[src/rtl/pc_pkg.sv]
// Shared types and constants for the fetch-stage program counter.
package pc_pkg;

    localparam int unsigned DEFAULT_XLEN = 32;
    localparam logic [31:0] DEFAULT_RESET_VECTOR = 32'h0000_0000;

    // Next-PC selector; codes 6 and 7 fall back to sequential fetch
    typedef enum logic [2:0] {
        PC_SEQ    = 3'd0,
        PC_JALR   = 3'd1,
        PC_BRANCH = 3'd2,
        PC_JAL    = 3'd3,
        PC_TRAP   = 3'd4,
        PC_MRET   = 3'd5
    } pc_src_e;

    typedef enum logic [1:0] {
        S_BOOT = 2'd0,
        S_RUN  = 2'd1,
        S_HOLD = 2'd2
    } pc_state_e;

    // Number of low address bits that must be zero for a legal target
    function automatic int unsigned align_bits(input int unsigned ialign);
        return (ialign == 2) ? 1 : 2;
    endfunction

endpackage

[src/rtl/pc_next_mux.sv]
// Combinational next-PC selection: picks the candidate target, applies the
// JALR/trap masking and flags targets that violate instruction alignment.
module pc_next_mux
    import pc_pkg::*;
#(
    parameter int unsigned XLEN   = DEFAULT_XLEN,
    parameter int unsigned IALIGN = 4
) (
    input  logic [XLEN-1:0] pc,
    input  logic [2:0]      pc_source,
    input  logic [XLEN-1:0] jalr,
    input  logic [XLEN-1:0] branch,
    input  logic [XLEN-1:0] jal,
    input  logic [XLEN-1:0] mtvec,
    input  logic [XLEN-1:0] mepc,
    output logic [XLEN-1:0] target,
    output logic [XLEN-1:0] pc_inc,
    output logic            redirect,
    output logic            misaligned
);

    localparam int unsigned ALIGN_BITS = align_bits(IALIGN);
    localparam logic [XLEN-1:0] STEP = XLEN'(IALIGN);
    localparam logic [XLEN-1:0] KEEP_MASK = {{(XLEN-ALIGN_BITS){1'b1}}, {ALIGN_BITS{1'b0}}};

    pc_src_e src;
    logic    check_align;

    assign src    = pc_src_e'(pc_source);
    assign pc_inc = pc + STEP;

    // Select the candidate target; the trap vector is forced aligned, while
    // jump, branch and return targets are checked instead of being fixed up
    always_comb begin
        target      = pc_inc;
        redirect    = 1'b0;
        check_align = 1'b0;
        case (src)
            PC_JALR: begin
                target      = {jalr[XLEN-1:1], 1'b0};
                redirect    = 1'b1;
                check_align = 1'b1;
            end
            PC_BRANCH: begin
                target      = branch;
                redirect    = 1'b1;
                check_align = 1'b1;
            end
            PC_JAL: begin
                target      = jal;
                redirect    = 1'b1;
                check_align = 1'b1;
            end
            PC_TRAP: begin
                target      = mtvec & KEEP_MASK;
                redirect    = 1'b1;
            end
            PC_MRET: begin
                target      = mepc;
                redirect    = 1'b1;
                check_align = 1'b1;
            end
            default: begin
                target      = pc_inc;
            end
        endcase
    end

    assign misaligned = check_align && ((target & ~KEEP_MASK) != '0);

endmodule

[src/rtl/pc_fetch_unit.sv]
// Fetch-stage program counter: boots from the reset vector, advances on
// accepted fetches, applies redirects and parks them while fetch is stalled.
module pc_fetch_unit
    import pc_pkg::*;
#(
    parameter int unsigned XLEN         = DEFAULT_XLEN,
    parameter logic [XLEN-1:0] RESET_VECTOR = DEFAULT_RESET_VECTOR,
    parameter int unsigned IALIGN       = 4
) (
    input  logic            clk,
    input  logic            rst_n,
    input  logic            pc_write,
    input  logic [2:0]      pc_source,
    input  logic [XLEN-1:0] jalr,
    input  logic [XLEN-1:0] branch,
    input  logic [XLEN-1:0] jal,
    input  logic [XLEN-1:0] mtvec,
    input  logic [XLEN-1:0] mepc,
    output logic            imem_req_valid,
    input  logic            imem_req_ready,
    output logic [XLEN-1:0] imem_addr,
    output logic [XLEN-1:0] pc_out,
    output logic [XLEN-1:0] pc_out_inc,
    output logic            fetch_valid,
    output logic            redirect_pending,
    output logic            misalign,
    output logic [XLEN-1:0] misalign_addr
);

    pc_state_e       state;
    pc_state_e       state_next;

    logic [XLEN-1:0] pc_q;
    logic [XLEN-1:0] pc_next;
    logic [XLEN-1:0] pend_q;
    logic [XLEN-1:0] pend_next;
    logic            fetch_valid_q;
    logic            fetch_valid_next;
    logic            misalign_q;
    logic            misalign_next;
    logic [XLEN-1:0] misalign_addr_q;
    logic [XLEN-1:0] misalign_addr_next;

    logic [XLEN-1:0] target;
    logic [XLEN-1:0] pc_inc;
    logic            redirect;
    logic            misaligned;
    logic            adv;
    logic            good_redirect;

    pc_next_mux #(
        .XLEN   (XLEN),
        .IALIGN (IALIGN)
    ) u_next_mux (
        .pc         (pc_q),
        .pc_source  (pc_source),
        .jalr       (jalr),
        .branch     (branch),
        .jal        (jal),
        .mtvec      (mtvec),
        .mepc       (mepc),
        .target     (target),
        .pc_inc     (pc_inc),
        .redirect   (redirect),
        .misaligned (misaligned)
    );

    assign imem_req_valid = (state != S_BOOT);
    assign adv            = pc_write & imem_req_valid & imem_req_ready;
    assign good_redirect  = redirect & ~misaligned;

    // State register; reset drops any parked redirect and the open request
    always_ff @(posedge clk or negedge rst_n) begin
        if (!rst_n) begin
            state <= S_BOOT;
        end else begin
            state <= state_next;
        end
    end

    // Next-state: boot lasts one cycle, unaccepted redirects park in HOLD
    always_comb begin
        state_next = state;
        case (state)
            S_BOOT: state_next = S_RUN;
            S_RUN: begin
                if (good_redirect && !adv) begin
                    state_next = S_HOLD;
                end
            end
            S_HOLD: begin
                if (adv && !(redirect && misaligned)) begin
                    state_next = S_RUN;
                end
            end
            default: state_next = S_BOOT;
        endcase
    end

    // Datapath updates per state; a rejected target only raises the flag
    always_comb begin
        pc_next            = pc_q;
        pend_next          = pend_q;
        fetch_valid_next   = fetch_valid_q;
        misalign_next      = 1'b0;
        misalign_addr_next = misalign_addr_q;
        case (state)
            S_RUN: begin
                if (redirect && misaligned) begin
                    misalign_next      = 1'b1;
                    misalign_addr_next = target;
                end else if (redirect) begin
                    fetch_valid_next = 1'b0;
                    if (adv) begin
                        pc_next = target;
                    end else begin
                        pend_next = target;
                    end
                end else if (adv) begin
                    pc_next          = pc_inc;
                    fetch_valid_next = 1'b1;
                end
            end
            S_HOLD: begin
                if (redirect && misaligned) begin
                    misalign_next      = 1'b1;
                    misalign_addr_next = target;
                end else begin
                    if (redirect) begin
                        pend_next = target;
                    end
                    if (adv) begin
                        pc_next          = redirect ? target : pend_q;
                        fetch_valid_next = 1'b0;
                    end
                end
            end
            default: begin
                pc_next = pc_q;
            end
        endcase
    end

    // Datapath registers
    always_ff @(posedge clk or negedge rst_n) begin
        if (!rst_n) begin
            pc_q            <= RESET_VECTOR;
            pend_q          <= '0;
            fetch_valid_q   <= 1'b0;
            misalign_q      <= 1'b0;
            misalign_addr_q <= '0;
        end else begin
            pc_q            <= pc_next;
            pend_q          <= pend_next;
            fetch_valid_q   <= fetch_valid_next;
            misalign_q      <= misalign_next;
            misalign_addr_q <= misalign_addr_next;
        end
    end

    assign pc_out           = pc_q;
    assign imem_addr        = pc_q;
    assign pc_out_inc       = pc_inc;
    assign fetch_valid      = fetch_valid_q;
    assign redirect_pending = (state == S_HOLD);
    assign misalign         = misalign_q;
    assign misalign_addr    = misalign_addr_q;

endmodule

[config.mk]
export PLATFORM = sky130hd
export DESIGN_NAME = pc_fetch_unit
export DESIGN_NICKNAME = d
export VERILOG_FILES = /design/src/rtl/pc_pkg.sv /design/src/rtl/pc_next_mux.sv /design/src/rtl/pc_fetch_unit.sv
export SDC_FILE = /design/constraint.sdc
export NUM_CORES = 1
export LEC_CHECK = 0
export BUFFER_PORTS_ARGS = -buffer_cell sky130_fd_sc_hd__buf_4
export CORE_ASPECT_RATIO = 1.1
export CORE_MARGIN = 2
export CORE_UTILIZATION = 40
export DETAILED_ROUTE_END_ITERATION = 12
export PLACE_DENSITY = 0.67
export SLEW_MARGIN = 25
export SYNTH_ARGS = -nofsm -noshare
export SYNTH_HDL_FRONTEND = slang
export SYNTH_SLANG_ARGS = --single-unit
[constraint.sdc]
create_clock -name clk -period 3.65 [get_ports clk]
set_input_delay 0.1825 -clock clk [delete_from_list [all_inputs] [get_ports clk]]
set_output_delay 0.1825 -clock clk [all_outputs]
set_load 0.005 [all_outputs]
======== Yosys cells after proc, flatten, opt, wreduce, memory -nomap -nowiden ========
Cells that the tools add are included.
W data, S select, Z words.
cells by class
  reductions and logical operators ........ 18
  equality and inequality tests ........... 16
  add/subtract/negate cells ............... 1
  mux-type cells .......................... 27
  bitwise gates (word level) .............. 4
operators with widths
  kind                     count
  $mux W32                 11
  $pmux W32 S5             1
  $pmux W32 S2             2
  $add A32 B3 Y32 const B  1
  $reduce_bool A32 Y1      1
  $reduce_and A5 Y1        3
  $ne A2 B2 Y1 const B     6
  $mux W1                  9
  $eq A3 B2 Y1 const B     2
  $eq A3 B3 Y1 const B     2
  $pmux W2 S3              1
  $reduce_or A5 Y1         1
  $logic_and A1 B1 Y1      4
  $mux W2                  2
  $ne A2 B1 Y1 const B     2
  $reduce_and A2 Y1        2
  $reduce_bool A2 Y1       2
  $reduce_or A4 Y1         1
  $and A1 B1 Y1            3
  $eq A3 B1 Y1 const B     1
  $ne A3 B3 Y1 const B     1
  $eq A2 B1 Y1 const B     1
  $eq A2 B2 Y1 const B     1
  $logic_not A1 Y1         2
  4 further kinds          4
storage, ports and cells
  output and inout port bits .............. 132
  register bits after elaboration ......... 100
  word-level logic and storage cells ...... 72
  input port bits ......................... 167

======== Logic depth before layout (Yosys ltp) ========
Gate-level depths: netlist (run 1).
  word-level depth ........................ 9
  depth in mapped cells ................... 10
  depth with buffers taken out ............ 8

======== Cells and area by module ========
Synthesis (run 1) repeated with hierarchy kept, for this count alone.
second synthesis, totals
  cell total of the unflattened synthesis .. 802
  area total of the unflattened synthesis .. 7374.6 µm²
modules (own cells, without submodules)
  module         cells each  instances  area each (µm²)  seq. area each (µm²)
  pc_fetch_unit  410         1          4863.4           2502.4
  pc_next_mux    392         1          2511.2           0.0

======== Worst setup path before layout (run 1) ========
No wires, ideal clock.
  path type ............................... reg-to-reg
  start ................................... register state[0]
  end ..................................... register pend_q[10]
  cell stages (with the launch flop) ...... 11
  setup time .............................. 125 ps
  setup slack ............................. 1473 ps
  path buffers ............................ 2
  data arrival time ....................... 2052 ps
  data required time ...................... 3525 ps
  period minus slack after synthesis ...... 2177 ps
  cells stage by stage .................... dfrtp_1 inv_1 ha_1 nand3b_1 inv_1 o21ai_1 a311o_1 buf_4 nand2_4 buf_8 mux2_4
on the way
  cells in the longest elaborated chain, start to end .. 5
  elaborated cells on any way between the ends .. 12
  those cells by class .................... eq/ne: 6; mux: 1; bitwise: 2; reduce/logical: 3
RTL lines
  item                                RTL line              RTL
  start, declared                     pc_fetch_unit.sv:30   pc_state_e state;
  start signal, assigned              pc_fetch_unit.sv:77   state <= state_next;
  $reduce_bool A2 Y1                  pc_fetch_unit.sv:68   assign imem_req_valid = (state != S_BOOT);
  $and A1 B1 Y1 (2 in series)         pc_fetch_unit.sv:69   assign adv = pc_write & imem_req_valid & imem_req_ready;
  $ne A2 B2 Y1 (no source line)       --
  $reduce_and A5 Y1 (no source line)  --
  end signal, assigned                pc_fetch_unit.sv:154  pend_q <= pend_next;
  end, declared                       pc_fetch_unit.sv:35   logic [XLEN-1:0] pend_q;
Parallel ways exist; a longest one is shown, timed or not.
A chain may end at the register's enable or synchronous reset.

======== Worst setup path in the final report (run 1) ========
  start ................................... register pc_q[4] (netlist: imem_addr[4])
  end ..................................... output pc_out_inc[22]
on the way
  cells in the longest elaborated chain, start to end .. 1
RTL lines
  item                    RTL line              RTL
  start, declared         pc_fetch_unit.sv:33   logic [XLEN-1:0] pc_q;
  start signal, assigned  pc_fetch_unit.sv:153  pc_q <= pc_next;
  $add A32 B3 Y32         pc_next_mux.sv:30     assign pc_inc = pc + STEP;
  end, declared           pc_fetch_unit.sv:23   output logic [XLEN-1:0] pc_out_inc,
No other way between the ends.

==> results of run 1 <==
==> worst min path at each step <==
stage,to,slack (ps),cells past startpoint
after floorplan,fetch_valid$_DFFE_PN0P_,-110,0
after global placement,imem_addr[9]$_DFFE_PN0P_,260,1
after detailed placement,imem_addr[9]$_DFFE_PN0P_,270,1
after CTS,misalign_addr[27]$_DFFE_PN0P_,190,3
after global routing,misalign_addr[27]$_DFFE_PN0P_,200,3
final,misalign_addr[27]$_DFFE_PN0P_,190,3
==> per-layer routing <==
layer  GRT usage (%)  wire length (um)
met1           34.47              9978
met4           8.124               642
met3           4.412              1602
met5               0                 0
met2           43.85             11830
==> cell families after synthesis <==
| family | share of synthesized area (%) |
|---|---|
| buf+inv | 9.612 |
| mux | 11.89 |
| compound gates | 23.39 |
| flops | 36.21 |
| fa+ha+maj | 0.7241 |
| xor+xnor | 2.516 |
| simple gates | 15.66 |
==> cells in the mapped netlist (3+ instances only) <==
| master | count |
|---|---|
| nand3_1 | 15 |
| ha_1 | 4 |
| nor3b_1 | 4 |
| o21ai_0 | 50 |
| and4_1 | 5 |
| o2bb2ai_1 | 3 |
| and2_1 | 4 |
| nand2b_1 | 7 |
| or2_2 | 4 |
| a221oi_1 | 22 |
| mux2i_1 | 18 |
| a31oi_1 | 30 |
| nor2_1 | 69 |
| mux2_2 | 44 |
| a22oi_1 | 26 |
| dfrtp_1 | 100 |
| inv_1 | 20 |
| a21oi_1 | 48 |
| o21a_1 | 14 |
| nor4_1 | 3 |
| nand4_4 | 3 |
| o31a_1 | 5 |
| clkbuf_1 | 23 |
| xor2_1 | 3 |
| buf_2 | 21 |
| buf_4 | 40 |
| o22a_1 | 8 |
| o211ai_1 | 4 |
| o22ai_1 | 6 |
| nor3_1 | 7 |
| xnor2_1 | 15 |
| nand4_1 | 11 |
| mux2_4 | 9 |
| nand2_1 | 49 |
| nor2b_1 | 5 |
| buf_6 | 4 |
==> worst reg2reg max path, stage by stage, from the launching register on <==
cell and delay (ps):
dfrtp_1 410, inv_1 90, ha_1 640, clkinv_1 240, a21oi_1 650, a21oi_1 200
o31a_1 140, o22ai_1 150
==> flip-flops by register name, summed over array words and instances, names as in the netlist <==
name,cells
imem_addr,32
state,2
misalign_addr,32
fetch_valid,1
misalign,1
pend_q,32
==> cell type report <==
cell class / count / area share [%]
Clock buffer: 13 / 3.023
Inverter: 21 / 0.8501
Multi-Input combinational cell: 540 / 40.49
Sequential cell: 100 / 26.99
Clock inverter: 3 / 0.2024
Timing Repair Buffer: 312 / 25.29
Tap cell: 234 / 3.157
==> where the power goes <==
| part | switching (W) | internal (W) | total, W |
|---|---|---|---|
| clock network | 0.000431 | 0.000537 | 0.000968 |
| registers | 0.000589 | 0.00168 | 0.00227 |
| logic | 0.00197 | 0.00203 | 0.00401 |
| total | 0.00299 | 0.00425 | 0.00725 |
==> per-stage QoR <==
step | hold slack (ps) | worst slack (ps) | instances | instance area, sq um | utilization [%]
after floorplan | -113.1 | 1473 | 755 | 6912 | -
after global placement | 262.9 | 893.3 | 1206 | 8962 | 52.86
after detailed placement | 271.3 | 868.7 | 1206 | 8962 | 52.86
after CTS | 188.5 | 994.5 | 1223 | 9271 | 54.69
after global routing | 202.0 | 860.6 | 1223 | 9273 | 54.69
final | 185.3 | 1002 | 1223 | 9273 | 54.69
==> repair_timing <==
item / in CTS / in global routing
hold buffers: 1 / 0
endpoints found under the setup margin: 0 / 0
hold endpoints to repair: 50 / 0
==> metrics.cfg, run 1 <==
[status]
status = completed

[clock_network]
path_clk_slew_ps = 70
numCtsBuffers = 9
htree_levels = 3
clk_latency_ps = 350
clk_path_buf_depth = 2
cts_sinks = 100
cts_tree = done
cts_setup_buffers = 0
cts-root-buf = clkbuf_16
cts_resized = 0

[setup_path]
crit_family = simple AND/OR/NAND/NOR gates
r2r-end = imem_addr[22]$_DFFE_PN0P_
cp.depth = 5
r2r_setup_slack_ps = 1040
cp.required_ps = 3470
critPathSlowestCell = dfrtp_1
crit_path_cell_trace = and4_1 -> nand4_4 -> or4_4 -> xnor2_2 -> buf_4
crit_type = reg -> out
crit_path_end = pc_out_inc[22]
crit-reg2reg-launch = state[0]$_DFFE_PN0P_
cp-start-kind = flop
critPathMaxFanout = 9
arrival_ps = 2470
slowest_delay_ps = 570
cp-end-kind = primary output
critPathLaunch = imem_addr[4]$_DFFE_PN0P_
worst-path-buf-inv = 1
ff2ff_path_depth = 7

[power]
finalPower_w = 0.007250
irDropWorstVdd_v = 0.0005073
power_density_nw_per_um2 = 781.8
power.leakage_nw = 4.234

[drt]
dr.first_iter.drc_count = 440
drt-pass1-iter-count = 5
via_per_inst = 5.588
drt-total-wl_um = 24060
ant_nets = 0
avgRoutedWirePerCell_um = 19.67
drc = 0
vias = 6834

[yosys]
synth_area_leaders = dfrtp_1 36%, mux2_2 7.2%, buf_4 4.3%
ys_types = 79
synth_ff_type = dfrtp_1
synth_edf_count = 0
synth_area_leader_cell = dfrtp_1
synth_nets = 926
yosys_warnings = 0
syn-cell-area_sq_um = 6912
ys_seq_area_share_pct = 36.21
yosysTopAreaCellShare_pct = 36.21
avgSynthCellArea_sq_um = 9.154
synthesis.instances = 755
synth-async-reset-ratio_pct = 100.0
synth-seq-cells = 100

[sta]
slew_headroom_pct = 44.31
maxClockFrequency_mhz = 377.7
finalSetupViolations = 0
slew_violations = 0
tightest_slew_ps = 835.4
rsz0062_at_grt = false
fin_skew_ps = 9.465
fin_tns_setup_ps = 0
timing.final.crit_share_pct = 72.54
min_period_ps = 2648
final-hold-violation-count = 0

[placement]
place_congestion = 0.8307
io_buffers = 295
hpwlAfterDp_um = 18250

[global_routing]
grt.total_usage_pct = 26.17
gr-total-overflow = 0
grt_pass1_wl_um = 37070
grt_pass1_vias = 6629
grt_max_degree = 62
grt_antenna_before_repair = 0

[worst_hold_path]
min_path_type = in -> reg
hold_start = mepc[27]

[final_layout]
fill_cells = 1589
final_common_cell = buf_4
final_cell_mix = 311 x buf_4, 100 x dfrtp_1, 69 x nor2_1
multi_input_area_sq_um = 3755
fin_nets = 1155
seqCellArea_sq_um = 2502
area.growth.synth_to_final_pct = 34.16
n_antenna_cell = 0
drive_gt1_share_pct = 41.05

[die]
die_x_um = 129.3
dieArea_sq_um = 18350
die_h_um = 141.9
start_util_pct = 40.77
fp.coreArea_sq_um = 16950
fp-row-count = 50
num_io_pins = 299

[job]
drv_cap = 0

(Power assumes the default switching activity.)
==> run 2, diff against run 1 <==
==> constraint.sdc (replaced) <==
create_clock -name clk -period 2.7 [get_ports clk]
set_input_delay 0.135 -clock clk [delete_from_list [all_inputs] [get_ports clk]]
set_output_delay 0.135 -clock clk [all_outputs]
set_load 0.005 [all_outputs]
==> metrics.cfg, run 2 (synthesized netlist as in run 1, its figures left out) <==
[status]
status = completed  ; unchanged

[sta]
fin_skew_ps = 5.468  ; was 9.465 ps
rsz0062_at_grt = false  ; unchanged
slew_headroom_pct = 46.28  ; was 44.31%
final-hold-violation-count = 0  ; unchanged
finalSetupViolations = 0  ; unchanged
min_period_ps = 2529
tightest_slew_ps = 805.9  ; was 835.4 ps
timing.final.crit_share_pct = 93.66
maxClockFrequency_mhz = 395.4
setup_slack_ps = 171.2  ; was 1002 ps
slew_violations = 0  ; unchanged
fin_tns_setup_ps = 0  ; unchanged

[global_routing]
grt_pass1_vias = 6710  ; was 6629
grt_max_degree = 59  ; was 62
gr-total-overflow = 0  ; unchanged
grt_antenna_before_repair = 0  ; unchanged
grt_pass1_wl_um = 37420  ; was 37070 um
grt.total_usage_pct = 26.44  ; was 26.17%

[die]
fp-row-count = 50  ; unchanged
dieArea_sq_um = 18350  ; unchanged
die_x_um = 129.3  ; unchanged
start_util_pct = 40.77  ; unchanged
fp.coreArea_sq_um = 16950  ; unchanged
num_io_pins = 299  ; unchanged
die_h_um = 141.9  ; unchanged

[drt]
drt-total-wl_um = 24400  ; was 24060 um
ant_nets = 0  ; unchanged
drc = 0  ; unchanged
vias = 6930  ; was 6834
avgRoutedWirePerCell_um = 19.55  ; was 19.67 um
via_per_inst = 5.553  ; was 5.588
drt-pass1-iter-count = 5  ; unchanged
dr.first_iter.drc_count = 511  ; was 440

[worst_hold_path]
holdPathEnd = misalign_addr[27]$_DFFE_PN0P_  ; unchanged
min_path_cells = 3  ; unchanged
min_path_type = in -> reg  ; unchanged
hold_start = mepc[27]  ; unchanged

[clock_network]
numCtsBuffers = 9  ; unchanged
clk_path_buf_depth = 2  ; unchanged
cts-root-buf = clkbuf_16  ; unchanged
htree_levels = 3  ; unchanged
cts_tree = done  ; unchanged
cts_sinks = 100  ; unchanged
path_clk_slew_ps = 70  ; about the same
clk_latency_ps = 350  ; about the same

[final_layout]
fill_cells = 1588  ; was 1589
area.growth.synth_to_final_pct = 36.84  ; was 34.16%
final_cell_mix = 335 x buf_4, 100 x dfrtp_1, 69 x nor2_1  ; was 311 x buf_4, 100 x dfrtp_1, 69 x nor2_1
drive_gt1_share_pct = 42.31  ; was 41.05%
n_antenna_cell = 0  ; unchanged
fin_nets = 1180  ; was 1155
final_common_cell = buf_4  ; unchanged

[setup_path]
path_common_cell = nand3_1
ff2ff_path_depth = 6  ; was 7
slowest_delay_ps = 560  ; was 570 ps
cp-end-kind = primary output  ; unchanged
cp.required_ps = 2570  ; was 3470 ps
r2r-end = pend_q[31]$_DFFE_PN0P_  ; was imem_addr[22]$_DFFE_PN0P_
arrival_ps = 2390  ; was 2470 ps
critPathMaxFanout = 8  ; was 9
cp-start-kind = flop  ; unchanged
critPathLaunch = imem_addr[8]$_DFFE_PN0P_  ; was imem_addr[4]$_DFFE_PN0P_
worst-path-buf-inv = 1  ; unchanged
crit_type = reg -> out  ; unchanged
r2r_setup_slack_ps = 300  ; was 1040 ps
crit_family = simple AND/OR/NAND/NOR gates  ; unchanged
crit_path_cell_trace = nand3_1 -> nor3_1 -> nand3_1 -> xnor2_1 -> buf_4  ; was and4_1 -> nand4_4 -> or4_4 -> xnor2_2 -> buf_4
crit-reg2reg-launch = imem_addr[8]$_DFFE_PN0P_  ; was state[0]$_DFFE_PN0P_
critPathSlowestCell = nor3_1  ; was dfrtp_1

[power]
swShare_pct = 40.96  ; was 41.31%
power_density_nw_per_um2 = 1048  ; was 781.8 nW/um^2
clock_power_share_pct = 13.0  ; was 13.4%
p_sw_w = 0.004060  ; was 0.002995 W
p_comb_share_pct = 56.5  ; was 55.3%
power.leakage_nw = 4.347  ; was 4.234 nW
finalPower_w = 0.009913  ; was 0.007250 W
p_int_w = 0.005853  ; was 0.004255 W
irDropWorstVdd_v = 0.0006707  ; was 0.0005073 V
seqPwrFrac_pct = 30.5  ; was 31.3%

[placement]
io_buffers = 295  ; unchanged
place_congestion = 0.8670  ; was 0.8307
pre_cts_slack_ps = 137.3  ; was 868.7 ps
hpwlAfterDp_um = 18800  ; was 18250 um

[job]
drv_cap = 0  ; unchanged

## run 2: worst reg2reg max path, delay by kind of cell, from the launching register on
kind	cells	cell delay, ps
AOI/OAI and AO/OA	2	470
xor gates and xnor gates	1	180
DFF	1	520
and+or+nand+nor	3	1080
## run 2: power by group through the flow
stage                     clock (W)  sequential (W)  combinational [W]
after floorplan                   0         0.00289            0.00347
after global placement            0         0.00301            0.00547
after detailed placement          0         0.00304            0.00559
after CTS                   0.00131         0.00303            0.00560
after global routing        0.00137         0.00315            0.00616
final                       0.00129         0.00303            0.00560
## run 2: layout make-up
cell class / instances / area [sq um] / area share, %
Clock buffer: 11 / 232.7 / 2.461
Clock inverter: 5 / 52.55 / 0.5556
Inverter: 21 / 78.83 / 0.8334
Multi-Input combinational cell: 540 / 3754 / 39.69
Sequential cell: 100 / 2502 / 26.46
Tap cell: 234 / 292.8 / 3.096
Timing Repair Buffer: 337 / 2545 / 26.91
## run 2: timing repair
item | 4_1_cts | 5_1_grt
buffers inserted | 0 | 1
hold endpoints to repair | 57 | 0
resized for setup | 0 | 0
hold buffers | 1 | 0
setup endpoints to repair | 0 | 2
## run 2: worst max-delay path by stage
stage                     slack, ps  cells after the start                  endpoint
after floorplan                 520                     10    pend_q[10]$_DFFE_PN0P_
after global placement          240                      9  imem_addr[1]$_DFFE_PN0P_
after detailed placement        140                      9  imem_addr[1]$_DFFE_PN0P_
after CTS                       120                      9  imem_addr[1]$_DFFE_PN0P_
after global routing              1                      5            pc_out_inc[29]
final                           170                      5            pc_out_inc[29]
## run 2: layer usage
metal / wire length, um / track usage, % / share of wire, % / vias to the layer above
met1: 9933 / 34.56 / 41 / 3323
met2: 11980 / 44.46 / 49 / 307
met3: 1794 / 4.525 / 7.4 / 39
li1: - / - / - / 3261
met5: 0 / 0 / 0 / -
met4: 693 / 8.410 / 2.8 / 0
## run 2: stage by stage
step,cell area (sq um),cells,hold WS [ps],util (%)
finish,9458,1248,148.8,55.79
global route,9458,1248,160.0,55.79
floorplan,6912,755,-160.6,-
detailed placement,9155,1230,270.0,54.00
CTS,9450,1247,148.7,55.74
global placement,9155,1230,258.8,54.00
==> run 3, diff against run 2 <==
--- a/config.mk
+++ b/config.mk
@@ -9,6 +9,7 @@
 export CORE_ASPECT_RATIO = 1.1
 export CORE_MARGIN = 2
 export CORE_UTILIZATION = 40
+export CTS_BUF_LIST = sky130_fd_sc_hd__clkbuf_8 sky130_fd_sc_hd__clkbuf_16
 export DETAILED_ROUTE_END_ITERATION = 12
 export PLACE_DENSITY = 0.67
 export SLEW_MARGIN = 25
==> metrics.cfg, run 3 (synthesized netlist as in run 1, its figures left out) <==
[status]
status = completed  ; unchanged

[final_layout]
drive_gt1_share_pct = 42.31  ; unchanged
n_antenna_cell = 0  ; unchanged
final_cell_mix = 335 x buf_4, 100 x dfrtp_1, 69 x nor2_1  ; unchanged
area.growth.synth_to_final_pct = 36.84  ; unchanged
final_common_cell = buf_4  ; unchanged
fin_nets = 1180  ; unchanged
postLayoutCoreUtil_pct = 55.79  ; unchanged

[global_routing]
gr-total-overflow = 0  ; unchanged
grt_pass1_vias = 6710  ; unchanged
grt_max_degree = 59  ; unchanged
grt_pass1_wl_um = 37420  ; unchanged
grt_antenna_before_repair = 0  ; unchanged
grt.total_usage_pct = 26.44  ; unchanged

[die]
die_x_um = 129.3  ; unchanged
start_util_pct = 40.77  ; unchanged
num_io_pins = 299  ; unchanged
fp.coreArea_sq_um = 16950  ; unchanged
dieArea_sq_um = 18350  ; unchanged
die_h_um = 141.9  ; unchanged
fp-row-count = 50  ; unchanged

[sta]
rsz0062_at_grt = false  ; unchanged
final-hold-violation-count = 0  ; unchanged
slew_headroom_pct = 46.75  ; was 46.28%
maxClockFrequency_mhz = 395.1  ; was 395.4 MHz
fin_skew_ps = 5.370  ; was 5.468 ps
timing.final.crit_share_pct = 93.74  ; was 93.66%
tightest_slew_ps = 798.8  ; was 805.9 ps
fin_tns_setup_ps = 0  ; unchanged
finalSetupViolations = 0  ; unchanged
slew_violations = 0  ; unchanged
min_period_ps = 2531  ; was 2529 ps
setup_slack_ps = 168.9  ; was 171.2 ps

[power]
irDropWorstVdd_v = 0.0006710  ; was 0.0006707 V
finalPower_w = 0.009905  ; was 0.009913 W
power_density_nw_per_um2 = 1047  ; was 1048 nW/um^2
power.leakage_nw = 4.355  ; was 4.347 nW

[setup_path]
cp-end-kind = primary output  ; unchanged
crit_path_end = pc_out_inc[29]  ; unchanged
cp-start-kind = flop  ; unchanged
r2r-end = pend_q[31]$_DFFE_PN0P_  ; unchanged
arrival_ps = 2400  ; was 2390 ps
ff2ff_path_depth = 6  ; unchanged
crit-reg2reg-launch = imem_addr[8]$_DFFE_PN0P_  ; unchanged
r2r_setup_slack_ps = 310  ; was 300 ps
cp.required_ps = 2570  ; about the same
critPathMaxFanout = 8  ; unchanged
crit_type = reg -> out  ; unchanged
critPathLaunch = imem_addr[8]$_DFFE_PN0P_  ; unchanged

[clock_network]
htree_levels = 3  ; unchanged
cts_resized = 0  ; unchanged
path_clk_slew_ps = 70  ; about the same
cts-root-buf = clkbuf_16  ; unchanged
numCtsBuffers = 9  ; unchanged
cts_sinks = 100  ; unchanged
clk_latency_ps = 350  ; about the same
clk_path_buf_depth = 2  ; unchanged
cts_tree = done  ; unchanged

[placement]
hpwlAfterDp_um = 18800  ; unchanged
place_congestion = 0.8670  ; unchanged
pre_cts_slack_ps = 137.3  ; unchanged
io_buffers = 295  ; unchanged

[drt]
ant_nets = 0  ; unchanged
drt-pass1-iter-count = 6  ; was 5
vias = 6946  ; was 6930
dr.first_iter.drc_count = 513  ; was 511
via_per_inst = 5.566  ; was 5.553
drt-total-wl_um = 24410  ; was 24400 um
avgRoutedWirePerCell_um = 19.56  ; was 19.55 um
drc = 0  ; unchanged

[worst_hold_path]
min_path_type = in -> reg  ; unchanged

[job]
drv_cap = 0  ; unchanged

[run 3: power breakdown]
part,internal (W),switching [W],total [W]
clock network,0.000708,0.000571,0.00128
logic,0.00286,0.00273,0.00560
registers,0.00228,0.000753,0.00303
[run 3: what timing repair did]
item	4_1_cts	5_1_grt
hold endpoints to repair	57	0
setup endpoints to repair	0	2
hold buffers	1	0
setup buffers	0	1
[run 3: worst min-delay path by stage]
stage / endpoint / cells after the start / slack, ps / startpoint
final: misalign_addr[27]$_DFFE_PN0P_ / 3 / 150 / mepc[27]
after global placement: pend_q[9]$_DFFE_PN0P_ / 1 / 260 / rst_n
after CTS: misalign_addr[27]$_DFFE_PN0P_ / 3 / 150 / mepc[27]
after global routing: misalign_addr[27]$_DFFE_PN0P_ / 3 / 160 / mepc[27]
after detailed placement: imem_addr[9]$_DFFE_PN0P_ / 1 / 270 / rst_n
after floorplan: fetch_valid$_DFFE_PN0P_ / 0 / -160 / rst_n
[run 3: metal layers]
| layer | vias to the layer above | wire length, um | GRT usage (%) |
|---|---|---|---|
| met5 | - | 0 | 0 |
| met4 | 0 | 697 | 8.410 |
| met3 | 38 | 1773 | 4.525 |
| met2 | 297 | 11980 | 44.46 |
| met1 | 3352 | 9955 | 34.56 |
| li1 | 3259 | - | - |
[run 3: area by class of cell]
| type | instances | area [sq um] |
|---|---|---|
| Timing Repair Buffer | 337 | 2545 |
| Fill cell | 1588 | 7496 |
| Multi-Input combinational cell | 540 | 3754 |
| Tap cell | 234 | 292.8 |
| Clock inverter | 7 | 60.06 |
| Inverter | 21 | 78.83 |
| Sequential cell | 100 | 2502 |
| Clock buffer | 9 | 225.2 |
[run 3: critical path, stage by stage (launching register included)]
cell and delay [ps]:
dfrtp_1 520, nand3_1 320, nor3_1 560, nand3_1 180, xnor2_1 300, buf_4 170
[run 3: stage by stage]
stage	hold slack (ps)	std cells	area [sq um]
2_1_floorplan	-160.6	755	6912
3_3_place_gp	258.8	1230	9155
3_5_place_dp	270.0	1230	9155
6_report	147.5	1248	9458
4_1_cts	148.6	1247	9450
5_1_grt	159.8	1248	9458
